===== config.mk =====
export PLATFORM = sky130hd
export DESIGN_NAME = arcade_input_mapper
export DESIGN_NICKNAME = d
export VERILOG_FILES = /design/src/rtl/arcade_input_pkg.sv /design/src/rtl/coin_pulse_stretcher.sv /design/src/rtl/arcade_input_mapper.sv
export SDC_FILE = /design/constraint.sdc
export NUM_CORES = 1
export LEC_CHECK = 0
export ABC_CLOCK_PERIOD_IN_PS = 3650
export CORE_MARGIN = 2
export CORE_UTILIZATION = 56
export CTS_BUF_LIST = sky130_fd_sc_hd__clkbuf_4 sky130_fd_sc_hd__clkbuf_8 sky130_fd_sc_hd__clkbuf_16
export DETAILED_ROUTE_END_ITERATION = 16
export GPL_TIMING_DRIVEN = 1
export HOLD_SLACK_MARGIN = 0.12
export PLACE_DENSITY = 0.84
export SETUP_SLACK_MARGIN = 0.2
export SLEW_MARGIN = 20
export SYNTH_ARGS = -nofsm -noshare
export SYNTH_HDL_FRONTEND = slang
export SYNTH_SLANG_ARGS = --single-unit

===== constraint.sdc =====
create_clock -name clk_sys -period 3.65 [get_ports clk_sys]
set_input_delay 0.73 -clock clk_sys [delete_from_list [all_inputs] [get_ports clk_sys]]
set_output_delay 0.73 -clock clk_sys [all_outputs]
set_load 0.005 [all_outputs]

===== src/rtl/arcade_input_pkg.sv =====
// Shared constants and types for the arcade input mapper.
// Holds PS/2 scancodes, joystick bit positions, key-state register indices,
// the per-player control struct and the scancode lookup helper.
package arcade_input_pkg;

  // Joystick word bit positions (per player, 16-bit word)
  localparam int unsigned JOY_RIGHT = 0;
  localparam int unsigned JOY_LEFT  = 1;
  localparam int unsigned JOY_DOWN  = 2;
  localparam int unsigned JOY_UP    = 3;
  localparam int unsigned JOY_FIRE  = 4;
  localparam int unsigned JOY_START = 5;
  localparam int unsigned JOY_COIN  = 6;

  // Player 0 scancodes (directions accept either extended or plain codes)
  localparam logic [7:0] SC_P0_UP      = 8'h75;
  localparam logic [7:0] SC_P0_DOWN    = 8'h72;
  localparam logic [7:0] SC_P0_LEFT    = 8'h6B;
  localparam logic [7:0] SC_P0_RIGHT   = 8'h74;
  localparam logic [7:0] SC_P0_FIRE_A  = 8'h29;
  localparam logic [7:0] SC_P0_FIRE_B  = 8'h14;
  localparam logic [7:0] SC_P0_START_A = 8'h16;
  localparam logic [7:0] SC_P0_START_B = 8'h05;
  localparam logic [7:0] SC_P0_COIN    = 8'h2E;

  // Player 1 scancodes (plain codes only)
  localparam logic [7:0] SC_P1_UP      = 8'h2D;
  localparam logic [7:0] SC_P1_DOWN    = 8'h2B;
  localparam logic [7:0] SC_P1_LEFT    = 8'h23;
  localparam logic [7:0] SC_P1_RIGHT   = 8'h34;
  localparam logic [7:0] SC_P1_FIRE    = 8'h1C;
  localparam logic [7:0] SC_P1_START_A = 8'h1E;
  localparam logic [7:0] SC_P1_START_B = 8'h06;
  localparam logic [7:0] SC_P1_COIN    = 8'h36;

  // Key-state register indices; keys sharing a control get separate slots
  localparam int unsigned KEY_COUNT  = 17;
  localparam int unsigned KEY_IDX_W  = 5;
  localparam int unsigned K0_UP      = 0;
  localparam int unsigned K0_DOWN    = 1;
  localparam int unsigned K0_LEFT    = 2;
  localparam int unsigned K0_RIGHT   = 3;
  localparam int unsigned K0_FIRE_A  = 4;
  localparam int unsigned K0_FIRE_B  = 5;
  localparam int unsigned K0_START_A = 6;
  localparam int unsigned K0_START_B = 7;
  localparam int unsigned K0_COIN    = 8;
  localparam int unsigned K1_UP      = 9;
  localparam int unsigned K1_DOWN    = 10;
  localparam int unsigned K1_LEFT    = 11;
  localparam int unsigned K1_RIGHT   = 12;
  localparam int unsigned K1_FIRE    = 13;
  localparam int unsigned K1_START_A = 14;
  localparam int unsigned K1_START_B = 15;
  localparam int unsigned K1_COIN    = 16;

  typedef struct packed {
    logic up;
    logic down;
    logic left;
    logic right;
    logic fire;
    logic start;
    logic coin;
  } ctrl_t;

  typedef struct packed {
    logic                 hit;
    logic [KEY_IDX_W-1:0] idx;
  } key_sel_t;

  // Map a scancode to its key-state slot; hit=0 for unmapped codes
  function automatic key_sel_t key_lookup(input logic ext, input logic [7:0] code);
    key_sel_t sel;
    sel.hit = 1'b0;
    sel.idx = '0;
    case (code)
      SC_P0_UP:      begin sel.idx = KEY_IDX_W'(K0_UP);      sel.hit = 1'b1; end
      SC_P0_DOWN:    begin sel.idx = KEY_IDX_W'(K0_DOWN);    sel.hit = 1'b1; end
      SC_P0_LEFT:    begin sel.idx = KEY_IDX_W'(K0_LEFT);    sel.hit = 1'b1; end
      SC_P0_RIGHT:   begin sel.idx = KEY_IDX_W'(K0_RIGHT);   sel.hit = 1'b1; end
      SC_P0_FIRE_A:  begin sel.idx = KEY_IDX_W'(K0_FIRE_A);  sel.hit = ~ext; end
      SC_P0_FIRE_B:  begin sel.idx = KEY_IDX_W'(K0_FIRE_B);  sel.hit = ~ext; end
      SC_P0_START_A: begin sel.idx = KEY_IDX_W'(K0_START_A); sel.hit = ~ext; end
      SC_P0_START_B: begin sel.idx = KEY_IDX_W'(K0_START_B); sel.hit = ~ext; end
      SC_P0_COIN:    begin sel.idx = KEY_IDX_W'(K0_COIN);    sel.hit = ~ext; end
      SC_P1_UP:      begin sel.idx = KEY_IDX_W'(K1_UP);      sel.hit = ~ext; end
      SC_P1_DOWN:    begin sel.idx = KEY_IDX_W'(K1_DOWN);    sel.hit = ~ext; end
      SC_P1_LEFT:    begin sel.idx = KEY_IDX_W'(K1_LEFT);    sel.hit = ~ext; end
      SC_P1_RIGHT:   begin sel.idx = KEY_IDX_W'(K1_RIGHT);   sel.hit = ~ext; end
      SC_P1_FIRE:    begin sel.idx = KEY_IDX_W'(K1_FIRE);    sel.hit = ~ext; end
      SC_P1_START_A: begin sel.idx = KEY_IDX_W'(K1_START_A); sel.hit = ~ext; end
      SC_P1_START_B: begin sel.idx = KEY_IDX_W'(K1_START_B); sel.hit = ~ext; end
      SC_P1_COIN:    begin sel.idx = KEY_IDX_W'(K1_COIN);    sel.hit = ~ext; end
      default:       begin sel.idx = '0;                     sel.hit = 1'b0; end
    endcase
    return sel;
  endfunction

endpackage


===== src/rtl/coin_pulse_stretcher.sv =====
// Turns a rising edge of a raw coin signal into a fixed-width pulse.
// Ports: clk_sys/reset_n clock and async active-low reset; raw coin level in;
// pulse out, high for WIDTH_CYCLES cycles per accepted edge.
module coin_pulse_stretcher #(
  parameter int unsigned WIDTH_CYCLES = 1200000
) (
  input  logic clk_sys,
  input  logic reset_n,
  input  logic raw,
  output logic pulse
);

  localparam int unsigned CW = $clog2(WIDTH_CYCLES + 1);

  logic [CW-1:0] cnt;
  logic [CW-1:0] cnt_next;
  logic          raw_q;

  // Load only on a fresh edge while idle; edges inside a pulse are dropped
  always_comb begin
    cnt_next = cnt;
    if (raw && !raw_q && (cnt == '0)) begin
      cnt_next = CW'(WIDTH_CYCLES);
    end else if (cnt != '0) begin
      cnt_next = cnt - CW'(1);
    end
  end

  always_ff @(posedge clk_sys or negedge reset_n) begin
    if (!reset_n) begin
      cnt   <= '0;
      raw_q <= 1'b0;
      pulse <= 1'b0;
    end else begin
      cnt   <= cnt_next;
      raw_q <= raw;
      pulse <= (cnt_next != '0);
    end
  end

endmodule


===== src/rtl/arcade_input_mapper.sv =====
// Maps hps_io PS/2 key events and joystick words to registered arcade controls.
// Ports: clk_sys, reset_n (async active-low); ps2_key event word; joystick
// (16 bits per player); rotate; autofire_en per player; outputs up/down/left/
// right/fire/start/coin, one bit per player.
module arcade_input_mapper
  import arcade_input_pkg::*;
#(
  parameter int unsigned NUM_PLAYERS       = 2,
  parameter int unsigned COIN_PULSE_CYCLES = 1200000,
  parameter int unsigned AUTOFIRE_DIV      = 200000,
  parameter int unsigned SOCD_CLEAN        = 1
) (
  input  logic                      clk_sys,
  input  logic                      reset_n,
  input  logic [10:0]               ps2_key,
  input  logic [16*NUM_PLAYERS-1:0] joystick,
  input  logic                      rotate,
  input  logic [NUM_PLAYERS-1:0]    autofire_en,
  output logic [NUM_PLAYERS-1:0]    up,
  output logic [NUM_PLAYERS-1:0]    down,
  output logic [NUM_PLAYERS-1:0]    left,
  output logic [NUM_PLAYERS-1:0]    right,
  output logic [NUM_PLAYERS-1:0]    fire,
  output logic [NUM_PLAYERS-1:0]    start,
  output logic [NUM_PLAYERS-1:0]    coin
);

  localparam int unsigned AW = (AUTOFIRE_DIV > 1) ? $clog2(AUTOFIRE_DIV) : 1;

  logic                 tog_q;
  logic                 armed;
  logic [KEY_COUNT-1:0] keys;
  key_sel_t             sel;
  logic                 ps2_event;
  logic [AW-1:0]        af_div;
  logic                 af_phase;

  assign sel       = key_lookup(ps2_key[8], ps2_key[7:0]);
  assign ps2_event = armed && (ps2_key[10] != tog_q);

  // PS/2 event capture; first cycle after reset only samples the toggle
  always_ff @(posedge clk_sys or negedge reset_n) begin
    if (!reset_n) begin
      tog_q <= 1'b0;
      armed <= 1'b0;
      keys  <= '0;
    end else if (!armed) begin
      tog_q <= ps2_key[10];
      armed <= 1'b1;
    end else if (ps2_event) begin
      tog_q <= ps2_key[10];
      if (sel.hit) keys[sel.idx] <= ps2_key[9];
    end
  end

  // Free-running autofire phase generator shared by all players
  always_ff @(posedge clk_sys or negedge reset_n) begin
    if (!reset_n) begin
      af_div   <= '0;
      af_phase <= 1'b1;
    end else if (af_div == AW'(AUTOFIRE_DIV - 1)) begin
      af_div   <= '0;
      af_phase <= ~af_phase;
    end else begin
      af_div <= af_div + AW'(1);
    end
  end

  for (genvar p = 0; p < NUM_PLAYERS; p++) begin : g_player
    logic [15:0] joy;
    logic        unused_joy;
    ctrl_t       kb;
    ctrl_t       raw;
    ctrl_t       nxt;
    logic [5:0]  ctrl_q;

    assign joy        = joystick[16*p +: 16];
    assign unused_joy = ^joy[15:7];

    // Keyboard terms; only players 0 and 1 have key bindings
    always_comb begin
      kb = '0;
      if (p == 0) begin
        kb.up    = keys[K0_UP];
        kb.down  = keys[K0_DOWN];
        kb.left  = keys[K0_LEFT];
        kb.right = keys[K0_RIGHT];
        kb.fire  = keys[K0_FIRE_A] | keys[K0_FIRE_B];
        kb.start = keys[K0_START_A] | keys[K0_START_B];
        kb.coin  = keys[K0_COIN];
      end else if (p == 1) begin
        kb.up    = keys[K1_UP];
        kb.down  = keys[K1_DOWN];
        kb.left  = keys[K1_LEFT];
        kb.right = keys[K1_RIGHT];
        kb.fire  = keys[K1_FIRE];
        kb.start = keys[K1_START_A] | keys[K1_START_B];
        kb.coin  = keys[K1_COIN];
      end
    end

    // Merge, rotate, then clean opposing directions
    always_comb begin
      raw.up    = kb.up    | joy[JOY_UP];
      raw.down  = kb.down  | joy[JOY_DOWN];
      raw.left  = kb.left  | joy[JOY_LEFT];
      raw.right = kb.right | joy[JOY_RIGHT];
      raw.fire  = kb.fire  | joy[JOY_FIRE];
      raw.start = kb.start | joy[JOY_START];
      raw.coin  = kb.coin  | joy[JOY_COIN];

      nxt = raw;
      if (rotate) begin
        nxt.up    = raw.left;
        nxt.down  = raw.right;
        nxt.left  = raw.down;
        nxt.right = raw.up;
      end
      if (SOCD_CLEAN != 0) begin
        if (nxt.up && nxt.down) begin
          nxt.up   = 1'b0;
          nxt.down = 1'b0;
        end
        if (nxt.left && nxt.right) begin
          nxt.left  = 1'b0;
          nxt.right = 1'b0;
        end
      end
      nxt.fire = raw.fire & (autofire_en[p] ? af_phase : 1'b1);
    end

    always_ff @(posedge clk_sys or negedge reset_n) begin
      if (!reset_n) begin
        ctrl_q <= '0;
      end else begin
        ctrl_q <= {nxt.up, nxt.down, nxt.left, nxt.right, nxt.fire, nxt.start};
      end
    end

    assign up[p]    = ctrl_q[5];
    assign down[p]  = ctrl_q[4];
    assign left[p]  = ctrl_q[3];
    assign right[p] = ctrl_q[2];
    assign fire[p]  = ctrl_q[1];
    assign start[p] = ctrl_q[0];

    coin_pulse_stretcher #(
      .WIDTH_CYCLES(COIN_PULSE_CYCLES)
    ) u_coin (
      .clk_sys(clk_sys),
      .reset_n(reset_n),
      .raw    (raw.coin),
      .pulse  (coin[p])
    );
  end

endmodule


# --- Word-level counts from Yosys, hierarchy flattened ---
# Index checks and enable logic that the tools add are counted.
classes:
  addsub: 3
  order_cmp: 2
  eq_ne: 20
  muxes: 19
  bitwise: 21
  n_reduce_logical: 19
op_table:
  columns: ["operator", "count"]
  rows:
  - ["one-hot mux 6 bit (17 select lines)", 1]
  - ["two-way mux 21 bit", 4]
  - ["nonzero test 21 bit", 4]
  - ["== test 8 x 6 -> 1 bit (second input constant)", 7]
  - ["zero test 21 bit", 2]
  - ["subtractor 21 x 1 -> 21 bit (second input constant)", 2]
  - ["== test 8 x 5 -> 1 bit (second input constant)", 4]
  - ["== test 8 x 7 -> 1 bit (second input constant)", 4]
  - ["adder 18 x 1 -> 18 bit (second input constant)", 1]
  - ["== test 18 bit (second input constant)", 1]
  - ["two-way mux 18 bit", 1]
  - ["bitwise mux 17 bit", 1]
  - ["OR 1 bit", 17]
  - ["== test 8 x 3 -> 1 bit (second input constant)", 2]
  - ["logical AND 1 bit", 10]
  - ["two-way mux 2 bit", 4]
  - ["two-way mux 4 bit", 2]
  - ["< comparator 5 x 6 -> 1 bit (second input constant)", 1]
  - ["demux 1 bit (select 5 bit)", 1]
  - [">= comparator 5 x 1 -> 1 bit (second input constant)", 1]
  - ["two-way mux 1 bit", 5]
  - ["AND reduction 3 bit", 1]
  - ["bitwise AND 1 bit", 2]
  - ["zero test 1 bit", 2]
  - ["3 further kinds", 4]
totals:
  regBits: 96
  in_bits: 48
  output_inout_bits: 14
  word_cells: 97

# --- Logic depth before layout (Yosys ltp) ---
depth:
  word_depth: 7
  depth_mapped: 10
  mapped_depth_nobuf: 9

# --- By module ---
# A second synthesis with hierarchy kept.
unflattened:
  hier_cells: 546
  area_unflattened_um2: 5385.2
by_module_without_submodules:
  columns: ["mod", "n_inst", "cells_each", "area_per_inst_um2", "seq_area_each_um2"]
  rows:
  - ["coin_pulse_stretcher", 2, 142, 1373.8, 575.6]
  - ["arcade_input_mapper", 1, 262, 2637.5, 1252.5]

# --- Least setup slack after synthesis ---
# Ideal clock, no wire load.
synth_timing:
  path_type: "in2reg"
  start: "input port ps2_key[4]"
  end: "register keys[14]"
  setup_time_ns: 0.128
  arrival_ns: 2.667
  path_slack_ns: 0.855
  stages: 8
  n_path_buf: 1
  cell_sequence: "or4b_4 > o32ai_1 > nor2b_1 > nor4_1 > o21a_1 > buf_6 > nor4_1 > mux2_1"
synth_between:
  elab_chain_cells: 7
synth_lines:
  columns: ["item", "line", "source"]
  rows:
  - ["start: declaration", "arcade_input_mapper.sv:15", "input logic [10:0] ps2_key,"]
  - ["== test 8 x 6 -> 1 bit, or another cell as far along", "arcade_input_pkg.sv:77", "case (code)"]
  - ["one-hot mux 6 bit (17 select lines) *", "arcade_input_pkg.sv:77", null]
  - ["< comparator 5 x 6 -> 1 bit (implied by the code) / >= comparator 5 x 1 -> 1 bit (equally long branches)", "arcade_input_mapper.sv:52", "if (sel.hit) keys[sel.idx] <= ps2_key[9];"]
  - ["logical AND 1 bit (implied by the code)", "arcade_input_mapper.sv:52", null]
  - ["two-way mux 1 bit (implied by the code)", "arcade_input_mapper.sv:52", null]
  - ["demux 1 bit (select 5 bit)", "arcade_input_mapper.sv:52", null]
  - ["bitwise mux 17 bit", "arcade_input_mapper.sv:52", null]
  - ["end signal: indexed assignment", "arcade_input_mapper.sv:52", null]
  - ["end: declaration", "arcade_input_mapper.sv:32", "logic [KEY_COUNT-1:0] keys;"]
# Mark *: on every way between the ends. The rest lies on a longest branch, timed or not.
# A chain may end at the register's enable or synchronous reset.

# --- Worst setup path in the final report ---
layout_timing:
  start: "input port ps2_key[3]"
  end: "register keys[5]"
# The elaborated chain is that of the path after synthesis.

==> impl.org <==
** Logic synthesis
- The Yosys step of the flow raised 0 warnings.
- Mean Syn Cell Area :: between 9 and 10 um^2
- Of the post-synthesis cell area, the dominant cell type holds 46.8%.
- Proportion of synthesized chip area in sequential cells :: 47.3%
- Leading post-synthesis cells by cell area :: sky130_fd_sc_hd__dfrtp_1 47%, sky130_fd_sc_hd__xor2_1 3.6%, sky130_fd_sc_hd__mux2_1 3.5%
- Post-Syn Nets :: 566
- Post-Synthesis Cell Area :: 5080 um^2
- After synthesis, the netlist uses 71 different library cells.
- Count of flip-flops with a built-in enable after synthesis :: 0
- Async set-reset flop share out of synthesis :: 100%
- Synthesis produced a netlist whose cell count is just over 500.
- Synthesis inferred 96 register bits.
- Among all flip-flop cells after synthesis, the most frequent one is sky130_fd_sc_hd__dfrtp_1.
- Of all cell types, the one taking the most synthesized area is sky130_fd_sc_hd__dfrtp_1.

** Setup path
- For the worst setup path, the data required time is 3890 ps.
- Critical setup path kind :: in2reg
- Nature of the critical path endpoint :: register
- Critical Path Start Type :: primary input
- Highest cell delay on the worst timing path :: 540 ps
- CP most frequent cell :: sky130_fd_sc_hd__nor4_1
- Worst-path fanout max :: 13
- The slowest stage of the critical path is the sky130_fd_sc_hd__clkdlybuf4s50_1 cell.
- Critical Path, Cell by Cell :: clkdlybuf4s50_1 -> or3b_2 -> a2111o_1 -> nand2_1 -> nor4_1 -> o21a_1 -> nor4_1 -> mux2_1
- WP data arrival :: 3410 ps

** Detailed routing
- Routed wire length :: around 11000 um
- Mean number of vias per cell :: 6.09
- First-pass detailed-route iteration total :: 4
- In the routed design, unresolved DRC markers number 0.
- Once detail routing completed, the nets flagged for antenna violations numbered 0.
- The detailed router finished its first iteration with 155 violations.
- Routed wirelength normalized by instance count :: 15.9 um
- The detailed router placed 4126 vias in this run.

** GRT
- The via count of the first global-routing pass is 4140.
- Global router's overall resource usage :: around a quarter
- Grt ovf :: 0
- First-pass GRT wire length :: 19100 um
- Entering global routing, the biggest net connects 55 pins.
- Antenna violations before repair :: 0

** Placed design
- Summed over all nets, the half-perimeter wirelength after detailed placement is 7970 um.
- Count of input and output buffers :: 43
- After detailed placement, the design holds a cell count of 661.
- After detailed placement, the total cell area comes to ~5700 um^2.
- At the end of routability-driven placement, the weighted congestion stood at 0.900.

** Floorplanning
- Total die area :: between 9000 and 10000 um^2
- Placeable core area :: 8760 um^2
- In this run the count of I/O pins placed on the die edge is 62.
- The initial utilization of the core area, before any placement, comes to 58.0%.
- In this run the horizontal extent of the chip is 99.3 um.
- Row cnt :: 34
- The floorplan step set the die height to 99.3 um.

** Worst hold path
- Class of the tightest hold or removal check :: in2async

** STA
- Total count of hold-check failures in the final report :: 0
- Worst slew margin relative to its limit :: 40.3%
- Min cycle time layout :: between 3000 and 4000 ps
- For the pin with the worst max-slew slack, the measured transition is between 800 and 900 ps.
- Clock skew after layout :: 14.3 ps
- Derived from the worst setup path, the maximum achievable clock frequency is about 320 MHz.
- The worst path uses 86.8% of the clock period.
- Setup Total Neg Slack :: 0 ps
- Final-report setup violation count :: 0
- Max-slew violation total from the final report :: 0
- Unrepaired setup endpoints after global routing :: no

** Final layout
- Area growth syn-to-layout :: 15.6%
- Fillcell total :: 665
- Cells with a size suffix above 1 make up a little under a tenth of the layout.
- Summing all multi-input logic gate instances after layout gives 2550 um^2.
- After routing the design area is ~5900 um^2.
- Final standard cell utilization of the core :: roughly two thirds
- Commonest non-fill, non-tap cells in the layout :: 95 x sky130_fd_sc_hd__dfrtp_1, 48 x sky130_fd_sc_hd__nor2_1, 42 x sky130_fd_sc_hd__clkdlybuf4s50_1
- Sequential cell area :: 2400 um^2
- Final standard cell count with taps included and fillers excluded :: 677
- Most common library cell in the layout ignoring fill and taps :: sky130_fd_sc_hd__dfrtp_1
- At the end of the flow, the number of nets in the layout was between 600 and 700.
- Antenna cells :: 0

** Clocking
- Clock slew at the register clock pins of the worst setup and hold paths :: ~100 ps
- No sink is reached through more buffers than the 2 on the longest clock path.
- Number of instances resized during post-cts repair :: 0
- Number of buffers inserted by post-CTS setup repair :: 0
- CTS tree :: done
- Number of sinks driven by the clock tree :: 96
- Clock latency reported for the late side of the worst-skew pair :: 370 ps
- The H-tree was split into 3 levels.
- Num CTS Buffers :: 9
- Hold buffers post-CTS :: 0
- CTS root buf :: sky130_fd_sc_hd__clkbuf_8

** Power
- Dividing total power by cell area gives a power density of 342 nW/um^2.
- The design draws 2.01 mW.
- VDD sags by at most 0.218 mV.
- In this run the static leakage power is 2.44 nW.

** Run
- Max-cap violations in this run came to 0.

** Status
- The flow ran to the end, and the final reports show no timing, DRC or antenna violations.
==> through the flow <==
stage	worst slack [ps]	hold slack [ps]
after floorplan	855	430
after global placement	191	443
after detailed placement	139	443
after CTS	520	398
after global routing	337	447
final	481	380
==> where the power goes <==
group	internal, mW	switching [mW]	leakage, nW
Combinational	0.0881	0.0934	1.11
Clock	0.359	0.367	0.110
Sequential	1.09	0.0159	1.22
==> worst max-delay path, delay by kind of cell <==
kind	cells	cell delay (ps)
simple gates	4	1070
compound gates	2	700
buf+inv	1	540
mux	1	370
==> cells in the mapped netlist, types with 4 or more instances <==
master / number
sky130_fd_sc_hd__nor4b_1: 5
sky130_fd_sc_hd__nand3_1: 23
sky130_fd_sc_hd__a21o_1: 4
sky130_fd_sc_hd__xnor2_1: 16
sky130_fd_sc_hd__nor3b_1: 5
sky130_fd_sc_hd__nand2_1: 23
sky130_fd_sc_hd__and2_1: 4
sky130_fd_sc_hd__dfrtp_1: 95
sky130_fd_sc_hd__nor4_1: 20
sky130_fd_sc_hd__a21oi_1: 18
sky130_fd_sc_hd__clkbuf_1: 12
sky130_fd_sc_hd__nor3_1: 33
sky130_fd_sc_hd__mux2_1: 16
sky130_fd_sc_hd__nor2b_1: 18
sky130_fd_sc_hd__xor2_1: 21
sky130_fd_sc_hd__inv_1: 11
sky130_fd_sc_hd__and3_1: 5
sky130_fd_sc_hd__or3_1: 11
sky130_fd_sc_hd__o31ai_1: 5
sky130_fd_sc_hd__nand2b_1: 8
sky130_fd_sc_hd__nand4_1: 10
sky130_fd_sc_hd__nor2_1: 48
sky130_fd_sc_hd__a31oi_1: 4
sky130_fd_sc_hd__or4_1: 11
sky130_fd_sc_hd__o21ai_0: 22
==> layout make-up <==
| type | instances | share of cell area [%] |
|---|---|---|
| well taps | 108 | 2.30 |
| inverters | 11 | 0.703 |
| repair buffers | 57 | 9.08 |
| clock inverters | 5 | 1.04 |
| multi-input cells | 389 | 43.4 |
| flip-flops and latches | 96 | 40.9 |
| clock buffers | 11 | 2.58 |
==> sequential cells by signal (all words and copies together), names as in the netlist <==
register,count
af_div,18
af_phase,1
armed,1
g_player.ctrl_q,12
g_player.u_coin.cnt,42
g_player.u_coin.pulse,2
g_player.u_coin.raw_q,2
keys,17
tog_q,1
==> worst paths after layout <==
kind | cells after the start | slack, ps | to | from
max | 8 | 480 | keys[5]$_DFFE_PN0P_ | ps2_key[3]
min | 1 | 380 | g_player[0].u_coin.cnt[6]$_DFF_PN0_ | reset_n
max reg2reg | 7 | 720 | g_player[0].u_coin.pulse$_DFF_PN0_ | g_player[0].u_coin.cnt[3]$_DFF_PN0_
min reg2reg | 1 | 460 | g_player[0].ctrl_q[0]$_DFF_PN0_ | keys[7]$_DFFE_PN0P_
max in group asynchronous | 2 | 2490 | keys[3]$_DFFE_PN0P_ | reset_n
min in group clk_sys | 1 | 460 | g_player[0].ctrl_q[0]$_DFF_PN0_ | keys[7]$_DFFE_PN0P_
==> logic make-up (layout without fill, tap and decap cells) <==
kind of cell / after synthesis / after routing / share of synthesized area (%)
flops: 96 / 96 / 47.3
simple gates: 251 / 251 / 28.3
compound gates: 76 / 76 / 9.92
other cells: 1 / 1 / 0.0738
xor+xnor: 38 / 38 / 6.70
buf+inv: 30 / 84 / 2.58
fa+ha+maj: 3 / 3 / 0.739
mux: 20 / 20 / 4.41
==> metal layers <==
| layer | up-vias | part of all wire [%] | routed length, um | global-route usage, % |
|---|---|---|---|---|
| li1 | 1979 | - | - | - |
| met1 | 2010 | 45 | 4810 | 32.9 |
| met2 | 123 | 49 | 5260 | 37.9 |
| met3 | 14 | 4.6 | 491 | 3.51 |
| met4 | 0 | 1.7 | 181 | 8.01 |
| met5 | - | 0 | 0 | 0 |
No activity file was read; power rests on OpenSTA's default activity.
